### config.mk
export PLATFORM = sky130hd
export DESIGN_NAME = shift_register_rx
export DESIGN_NICKNAME = d
export VERILOG_FILES = /design/src/rtl/shift_register_rx.sv
export SDC_FILE = /design/constraint.sdc
export NUM_CORES = 1
export LEC_CHECK = 0
export CORE_AREA = 2 2 39 41
export CTS_CLUSTER_DIAMETER = 30
export CTS_CLUSTER_SIZE = 30
export DETAILED_ROUTE_END_ITERATION = 12
export DIE_AREA = 0 0 41 43
export PLACE_DENSITY = 0.76
export SYNTH_ARGS = -nofsm -noshare
export SYNTH_HDL_FRONTEND = slang
export SYNTH_SLANG_ARGS = --single-unit
### constraint.sdc
create_clock -name CLK -period 3.95 [get_ports CLK]
set_clock_uncertainty 0.15 [all_clocks]
set_input_delay 0.395 -clock CLK [delete_from_list [all_inputs] [get_ports CLK]]
set_output_delay 0.395 -clock CLK [all_outputs]
set_load 0.02 [all_outputs]
### src/rtl/shift_register_rx.sv
// Serial frame receiver: start, WIDTH data bits LSB first, optional parity, stop.
// Define SHIFT_REGISTER_RX_PARITY_EN to add an even-parity bit after the data.
module shift_register_rx #(
  parameter int WIDTH = 4
) (
  input  logic             CLK,
  input  logic             Clear,
  input  logic             SIn,
  input  logic             Ack,
  output logic [WIDTH-1:0] D,
  output logic             Valid,
  output logic             Overrun,
  output logic             FrameErr,
  output logic             Busy
);

  localparam int CW = $clog2(WIDTH) + 1;
  localparam logic [CW-1:0] LAST = CW'(WIDTH - 1);

`ifdef SHIFT_REGISTER_RX_PARITY_EN
  typedef enum logic [1:0] {
    IDLE   = 2'd0,
    DATA   = 2'd1,
    PARITY = 2'd2,
    STOP   = 2'd3
  } state_e;
`else
  typedef enum logic [1:0] {
    IDLE = 2'd0,
    DATA = 2'd1,
    STOP = 2'd3
  } state_e;
`endif

  state_e           state_q, state_d;
  logic [CW-1:0]    cnt_q, cnt_d;
  logic [WIDTH-1:0] sr_q, sr_d;
  logic [WIDTH-1:0] d_q, d_d;
  logic             valid_q, valid_d;
  logic             ovr_q, ovr_d;
  logic             ferr_q, ferr_d;
  logic             perr;

`ifdef SHIFT_REGISTER_RX_PARITY_EN
  logic perr_q, perr_d;
  assign perr = perr_q;
`else
  assign perr = 1'b0;
`endif

  always_ff @(posedge CLK) begin
    if (Clear) begin
      state_q <= IDLE;
    end else begin
      state_q <= state_d;
    end
  end

  always_comb begin
    state_d = state_q;
    unique case (state_q)
      IDLE: if (!SIn) state_d = DATA;
      DATA: begin
        if (cnt_q == LAST) begin
`ifdef SHIFT_REGISTER_RX_PARITY_EN
          state_d = PARITY;
`else
          state_d = STOP;
`endif
        end
      end
`ifdef SHIFT_REGISTER_RX_PARITY_EN
      PARITY: state_d = STOP;
`endif
      STOP: state_d = IDLE;
      default: state_d = IDLE;
    endcase
  end

  always_comb begin
    cnt_d   = cnt_q;
    sr_d    = sr_q;
    d_d     = d_q;
    valid_d = valid_q;
    ovr_d   = ovr_q;
    ferr_d  = ferr_q;
`ifdef SHIFT_REGISTER_RX_PARITY_EN
    perr_d  = perr_q;
`endif
    if (Ack) valid_d = 1'b0;
    unique case (state_q)
      IDLE: if (!SIn) cnt_d = '0;
      DATA: begin
        sr_d  = {SIn, sr_q[WIDTH-1:1]};
        cnt_d = cnt_q + CW'(1);
      end
`ifdef SHIFT_REGISTER_RX_PARITY_EN
      PARITY: perr_d = (^sr_q) ^ SIn;
`endif
      STOP: begin
        // A good word wins over a same-edge Ack, so Valid stays high
        if (SIn && !perr) begin
          d_d     = sr_q;
          valid_d = 1'b1;
          if (valid_q && !Ack) ovr_d = 1'b1;
        end else begin
          ferr_d = 1'b1;
        end
      end
      default: ;
    endcase
  end

  always_ff @(posedge CLK) begin
    if (Clear) begin
      cnt_q   <= '0;
      sr_q    <= '0;
      d_q     <= '0;
      valid_q <= 1'b0;
      ovr_q   <= 1'b0;
      ferr_q  <= 1'b0;
`ifdef SHIFT_REGISTER_RX_PARITY_EN
      perr_q  <= 1'b0;
`endif
    end else begin
      cnt_q   <= cnt_d;
      sr_q    <= sr_d;
      d_q     <= d_d;
      valid_q <= valid_d;
      ovr_q   <= ovr_d;
      ferr_q  <= ferr_d;
`ifdef SHIFT_REGISTER_RX_PARITY_EN
      perr_q  <= perr_d;
`endif
    end
  end

  always_comb begin
    Busy     = (state_q != IDLE);
    D        = d_q;
    Valid    = valid_q;
    Overrun  = ovr_q;
    FrameErr = ferr_q;
  end

endmodule
==> summary.md, run 1 <==
| Metric | Value |
|---|---|
| Status | finished, final reports clean |
| Area after DPL | 734 sq um |
| CTS Hold Bufs | 0 |
| DR vias | 480 |
| Hold Slack | 0.313 ns |
| Crit end category | primary output |
| Setup TNS | 0 ns |
| Rel. slew slack | 61.3% |
| Worst hold path endpoint | D[3]$_SDFFE_PP0P_ |
| Antenna violations before repair | 0 |
| Minimum clock period | 2.07 ns |
| Max incr delay on CP | 0.54 ns |
| Maxcap violations | 0 |
| # diodes | 0 |
| Ys Warns | 0 |
| Finish-stage setup viols | 0 |
| Num CTS Buffers | 3 |
| DR iter-0 viols | 9 |
| RD Place Congestion | 0.710 |
| Critical Path RT | 3.40 ns |
| Fraction of layout cells with a size suffix above 1 | 13.6% |
| Leading area contributor after synthesis | dfxtp_1 |
| R2R Path Start | cnt_q[0]$_SDFFE_PP0P_ |
| CP top delay family | buffers and inverters |
| Netlist Area Pre-Place | 624 sq um |
| CP Max Fanout | 7 |
| Peak supply drop | 224 uV |
| Synth Net Count | 75 |
| Grt ovf | 0 |
| Critical path cell sequence | or2_2 -> clkdlybuf4s50_1 |
| Hold path cells | 2 |
| Post-Synth Adder-Cell Area | 4.01% |
| Syn-to-layout area delta | 23.4% |
| Mux contribution to synthesized area | 0% |
| Commonest non-fill, non-tap cell in the layout | nand2_1 |
| Cts repair resizes | 0 |
| All-layer global routing usage | 14.7% |
| Power consumption | 0.294 mW |
| Via density | 4.95 |
| Non-Filler Instances | 97 |
| RSZ-0062 raised after global routing | false |
| Distinct cell type count after synthesis | 25 |
| H-tree depth | 1 |
| Fin nets | 88 |
| Crit-path slowest cell | clkdlybuf4s50_1 |
| Placed insts | 93 |
| Root Buffer | clkbuf_4 |
| Most frequent cells in the layout | nand2_1, dfxtp_1, clkdlybuf4s50_1 |
| Clock Sinks | 16 |
| Drt pass-1 iters | 4 |
| Top cell type's share of synthesized area | 51.3% |
| Max Slew Vio Count | 0 |
| Post-DP HPWL | 730 microns |
| Die Width | 41 microns |
| Number of I/O port buffers | 11 |
| PD cells | 382 nW/um^2 |
| Register bit total from synthesis | 16 |
| Die Ht | 43 microns |
| Mapped Avg Cell Area | 9.05 sq um |
| Top area cells in the synthesized netlist | dfxtp_1, nand2_1, a21oi_1 |
| Startpoint Class | flop |
| TritonCTS clock tree | yes |
| Fillers | 130 |
| Clk pin slew, worst setup/hold paths | 0.10 ns |
| Main combinational cell family by area after synthesis | simple AND/OR/NAND/NOR gates |
| Hold Crit Start | D[3]$_SDFFE_PP0P_ |
| Setup Buffers After CTS | 0 |
| Setup Crit Path Kind | flop to primary output |
| Post-synthesis sequential area ratio | 51.3% |
| Largest net degree at the start of global routing | 18 |
| Worst-Margin Slew | 0.579 ns |
| Row Count | 14 |
| Period Utilization, post-route | 52.3% |
| Routed WL per cell | 10.6 microns |
| RR Endpoint | cnt_q[2]$_SDFFE_PP0P_ |
| Core Box Area | 1380 sq um |
| Cells after synthesis | 69 |
| CTS Buffer Depth | 2 |
| Initial Util | 45.1% |
| R2R depth | 4 |
| Critical Path AT | 1.52 ns |
| Compound-Gate Fraction of Synth Area | 14.6% |
| Global-route wire length before repair | 1750 microns |
| Min-delay worst type | flop to flop |
| Achievable frequency | 484 MHz |
| Die ar. | 1760 sq um |
| Pleak | 0.274 nW |
| Worst-skew pair later-pin latency | 0.28 ns |
| R2R Setup Slk | 2.47 ns |
| Final Hold Violating Endpoints | 0 |
| Synth Area in Simple Gates | 25.7% |
| Routed WL | 1030 microns |
| CP bufs+invs | 1 |
| Crit path depth | 2 |
| ANT nets after route | 0 |
| Post-Synth XOR/XNOR Area | 0% |
| Final instance area | 771 sq um |
| Number of global-route vias before repair | 440 |
| IO Count | 12 |
| DRC errors left | 0 |
## worst reg2reg max path: stages, from the launching register on
cell	delay [ns]
dfxtp_1	0.35
ha_1	0.21
ha_1	0.26
or3_1	0.37
o31ai_1	0.07
## power breakdown
part           total [mW]  switching (mW)  internal (mW)
logic              0.0196          0.0103        0.00935
registers           0.168         0.00338          0.164
clock network       0.107          0.0509         0.0561
## synthesized netlist by cell type (all sizes together)
library cell,number
a21oi,10
nor3,1
and3,1
nand3,1
or2,1
nor2,4
o21ba,1
nor3b,1
a211oi,1
nand2,17
or3,1
a31oi,1
and2b,1
buf,2
ha,2
nand2b,2
nor2b,1
clkbuf,1
inv,2
dfxtp,16
o31ai,1
o21ai,1
## flip-flops by register name, indices dropped and copies added (netlist names)
signal    cells
FrameErr      1
sr_q          4
Valid         1
Overrun       1
state_q       2
D             4
cnt_q         3
## worst max-delay path by stage
stage,start,endpoint,slack (ns)
after floorplan,cnt_q[0]$_SDFFE_PP0P_,cnt_q[2]$_SDFFE_PP0P_,2.54
after global placement,Clear,cnt_q[2]$_SDFFE_PP0P_,2.09
after detailed placement,Clear,cnt_q[2]$_SDFFE_PP0P_,2.07
after CTS,state_q[0]$_SDFFE_PP0P_,Busy,1.86
after global routing,state_q[0]$_SDFFE_PP0P_,Busy,1.84
final,state_q[0]$_SDFFE_PP0P_,Busy,1.88
## per-stage QoR
| stage | utilization, % | worst slack (ns) |
|---|---|---|
| detailed placement | 53.1 | 2.07 |
| finish | 55.7 | 1.88 |
| CTS | 55.7 | 1.86 |
| floorplan | - | 2.54 |
| global placement | 53.1 | 2.09 |
| global route | 55.7 | 1.84 |
## cell families after synthesis
| family | after synthesis |
|---|---|
| DFF | 16 |
| AOI/OAI and AO/OA | 15 |
| buffers and inverters | 5 |
| adders and majority gates | 2 |
| and+or+nand+nor | 31 |
## final cells by class
| cell class | count | area (sq um) | share of cell area (%) |
|---|---|---|---|
| multi-input cells | 48 | 277 | 35.9 |
| inverters | 2 | 7.51 | 0.974 |
| flip-flops and latches | 16 | 320 | 41.6 |
| clock buffers | 4 | 36.3 | 4.71 |
| repair buffers | 11 | 110 | 14.3 |
| well taps | 16 | 20.0 | 2.60 |
## per-layer routing
layer	up-vias	wire [microns]	global-route usage, %
li1	253	-	-
met1	212	506	20.3
met2	13	456	19.7
met3	2	50	3.14
met4	0	14	10.0
met5	-	0	0
Note: power is estimated with default switching activity, not from simulation.
==> run 2, diff against run 1 <==
--- a/config.mk
+++ b/config.mk
@@ -5,11 +5,11 @@
 export SDC_FILE = /design/constraint.sdc
 export NUM_CORES = 1
 export LEC_CHECK = 0
-export CORE_AREA = 2 2 39 41
+export CORE_MARGIN = 2
+export CORE_UTILIZATION = 47
 export CTS_CLUSTER_DIAMETER = 30
 export CTS_CLUSTER_SIZE = 30
 export DETAILED_ROUTE_END_ITERATION = 12
-export DIE_AREA = 0 0 41 43
 export PLACE_DENSITY = 0.76
 export SYNTH_ARGS = -nofsm -noshare
 export SYNTH_HDL_FRONTEND = slang
==> constraint.sdc (replaced) <==
create_clock -name CLK -period 1.9 [get_ports CLK]
set_clock_uncertainty 0.15 [all_clocks]
set_input_delay 0.19 -clock CLK [delete_from_list [all_inputs] [get_ports CLK]]
set_output_delay 0.19 -clock CLK [all_outputs]
set_load 0.02 [all_outputs]
==> run 2 against run 1 <==
  * Register-to-register slack worse by 2.0 ns
  * Highest routed layer unchanged
  * Final cell count unchanged
  * Core utilization is 5.7 points higher
  * Die area is 7.2% lower
  * Global-route usage grew 3.1 points
  * Sequential cell count did not move
  * Count of clock-buffer cells in the layout unchanged
  * Total power grew 110%
  * Wire length increased by 5.1%
==> summary.md, run 2 (same netlist as run 1, synthesis figures left out) <==
| Metric | Value |
|---|---|
| Status | finished, final reports clean |
| DR vias | 482 |
| Number of I/O port buffers | 11 |
| R2R depth | 4 |
| Max Slew Vio Count | 0 |
| Crit path depth | 2 |
| Max incr delay on CP | 0.53 ns |
| CP top delay family | buffers and inverters |
| CP Max Fanout | 7 |
| Clock Sinks | 16 |
| Routed WL | 1080 microns |
| Root Buffer | clkbuf_4 |
| Achievable frequency | 549 MHz |
| TritonCTS clock tree | yes |
| Routed WL per cell | 11.1 microns |
| Critical Path RT | 1.56 ns |
| Die Width | 40.4 microns |
| All-layer global routing usage | 17.8% |
| Peak supply drop | 431 uV |
| CTS Hold Bufs | 0 |
| Critical Path AT | 1.48 ns |
| Hold Crit Start | D[2]$_SDFFE_PP0P_ |
| DRC errors left | 0 |
| Final instance area | 779 sq um |
| H-tree depth | 1 |
| RD Place Congestion | 0.777 |
| Commonest non-fill, non-tap cell in the layout | nand2_1 |
| Row Count | 13 |
| # diodes | 0 |
| Number of global-route vias before repair | 397 |
| Startpoint Class | flop |
| Most frequent cells in the layout | nand2_1, dfxtp_1, clkdlybuf4s50_1 |
| Finish-stage setup viols | 0 |
| CP Capture Point | Busy |
| Syn-to-layout area delta | 24.8% |
| Grt ovf | 0 |
| Post-DP HPWL | 747 microns |
| Fin nets | 89 |
| Via density | 4.97 |
| DP Worst Slack | 0.350 ns |
| CP bufs+invs | 1 |
| R2R Setup Slk | 0.43 ns |
| Crit-path slowest cell | clkdlybuf4s50_1 |
| Rel. slew slack | 80.2% |
| Min-delay worst type | flop to flop |
| ANT nets after route | 0 |
| Final setup margin | 0.0775 ns |
| Core Box Area | 1270 sq um |
| Worst-Margin Slew | 0.296 ns |
| Global-route wire length before repair | 1810 microns |
| Area after DPL | 741 sq um |
| Critical Path Source | state_q[0]$_SDFFE_PP0P_ |
| PD cells | 794 nW/um^2 |
| Minimum clock period | 1.82 ns |
| CTS Buffer Depth | 2 |
| RSZ-0062 raised after global routing | false |
| Die ar. | 1640 sq um |
| Drt pass-1 iters | 4 |
| Setup Crit Path Kind | flop to primary output |
| Die Ht | 40.4 microns |
| IO Count | 12 |
| Largest net degree at the start of global routing | 11 |
| Fraction of layout cells with a size suffix above 1 | 17.1% |
| RR Endpoint | cnt_q[2]$_SDFFE_PP0P_ |
| Maxcap violations | 0 |
| Clk pin slew, worst setup/hold paths | 0.10 ns |
| Initial Util | 49.2% |
| Hold path cells | 2 |
| Period Utilization, post-route | 95.9% |
| Pleak | 0.279 nW |
| Critical path cell sequence | or2_2 -> clkdlybuf4s50_1 |
| Worst-skew pair later-pin latency | 0.28 ns |
| Hold Slack | 0.312 ns |
| Setup TNS | 0 ns |
| Final Hold Violating Endpoints | 0 |
| Num CTS Buffers | 3 |
| Antenna violations before repair | 0 |
| DR iter-0 viols | 14 |
| R2R Path Start | cnt_q[0]$_SDFFE_PP0P_ |
| Crit end category | primary output |
==> run 2: report_power, final <==
group / total (mW) / internal, mW / switching (mW)
logic: 0.0431 / 0.0209 / 0.0223
registers: 0.349 / 0.342 / 0.00741
clock network: 0.227 / 0.117 / 0.110
total: 0.619 / 0.480 / 0.140
==> run 2: metrics by stage <==
step | util, % | power, mW | instances
floorplan | - | 0.383 | 69
global placement | 58.4 | 0.399 | 93
detailed placement | 58.4 | 0.399 | 93
CTS | 61.2 | 0.622 | 97
global route | 61.4 | 0.642 | 97
finish | 61.4 | 0.619 | 97
==> run 2: how the worst min path moves through the flow <==
stage	endpoint	slack, ns
floorplan	sr_q[3]$_SDFFE_PP0N_	0.18
global placement	D[3]$_SDFFE_PP0P_	0.29
detailed placement	D[2]$_SDFFE_PP0P_	0.30
CTS	D[2]$_SDFFE_PP0P_	0.32
global route	D[3]$_SDFFE_PP0P_	0.33
finish	D[2]$_SDFFE_PP0P_	0.31
==> run 2: final cells by class <==
cell class / count / area (sq um)
Timing Repair Buffer: 12 / 118
Inverter: 2 / 7.51
Fill cell: 115 / 489
Multi-Input combinational cell: 48 / 277
Clock buffer: 4 / 36.3
Tap cell: 15 / 18.8
Sequential cell: 16 / 323
==> run 2: what timing repair did <==
item	4_1_cts	5_1_grt
gates resized for setup	0	2
endpoints found under the setup margin	0	1
setup buffers	0	0
==> run 2: per-layer routing <==
layer  track usage [%]  up-vias  routed length, microns
li1                  -      256                       -
met1              24.7      208                     550
met2              24.2       16                     459
met3              3.33        2                      58
met4              12.5        0                      12
met5                 0        -                       0
==> run 2: worst register-to-register path, delay by kind of cell (launching register included) <==
kind | cells | cell delay [ns]
AND/OR/NAND/NOR | 1 | 0.36
flip-flops | 1 | 0.35
AO/OA/AOI/OAI | 1 | 0.07
adder cells (fa/ha/maj) | 2 | 0.46
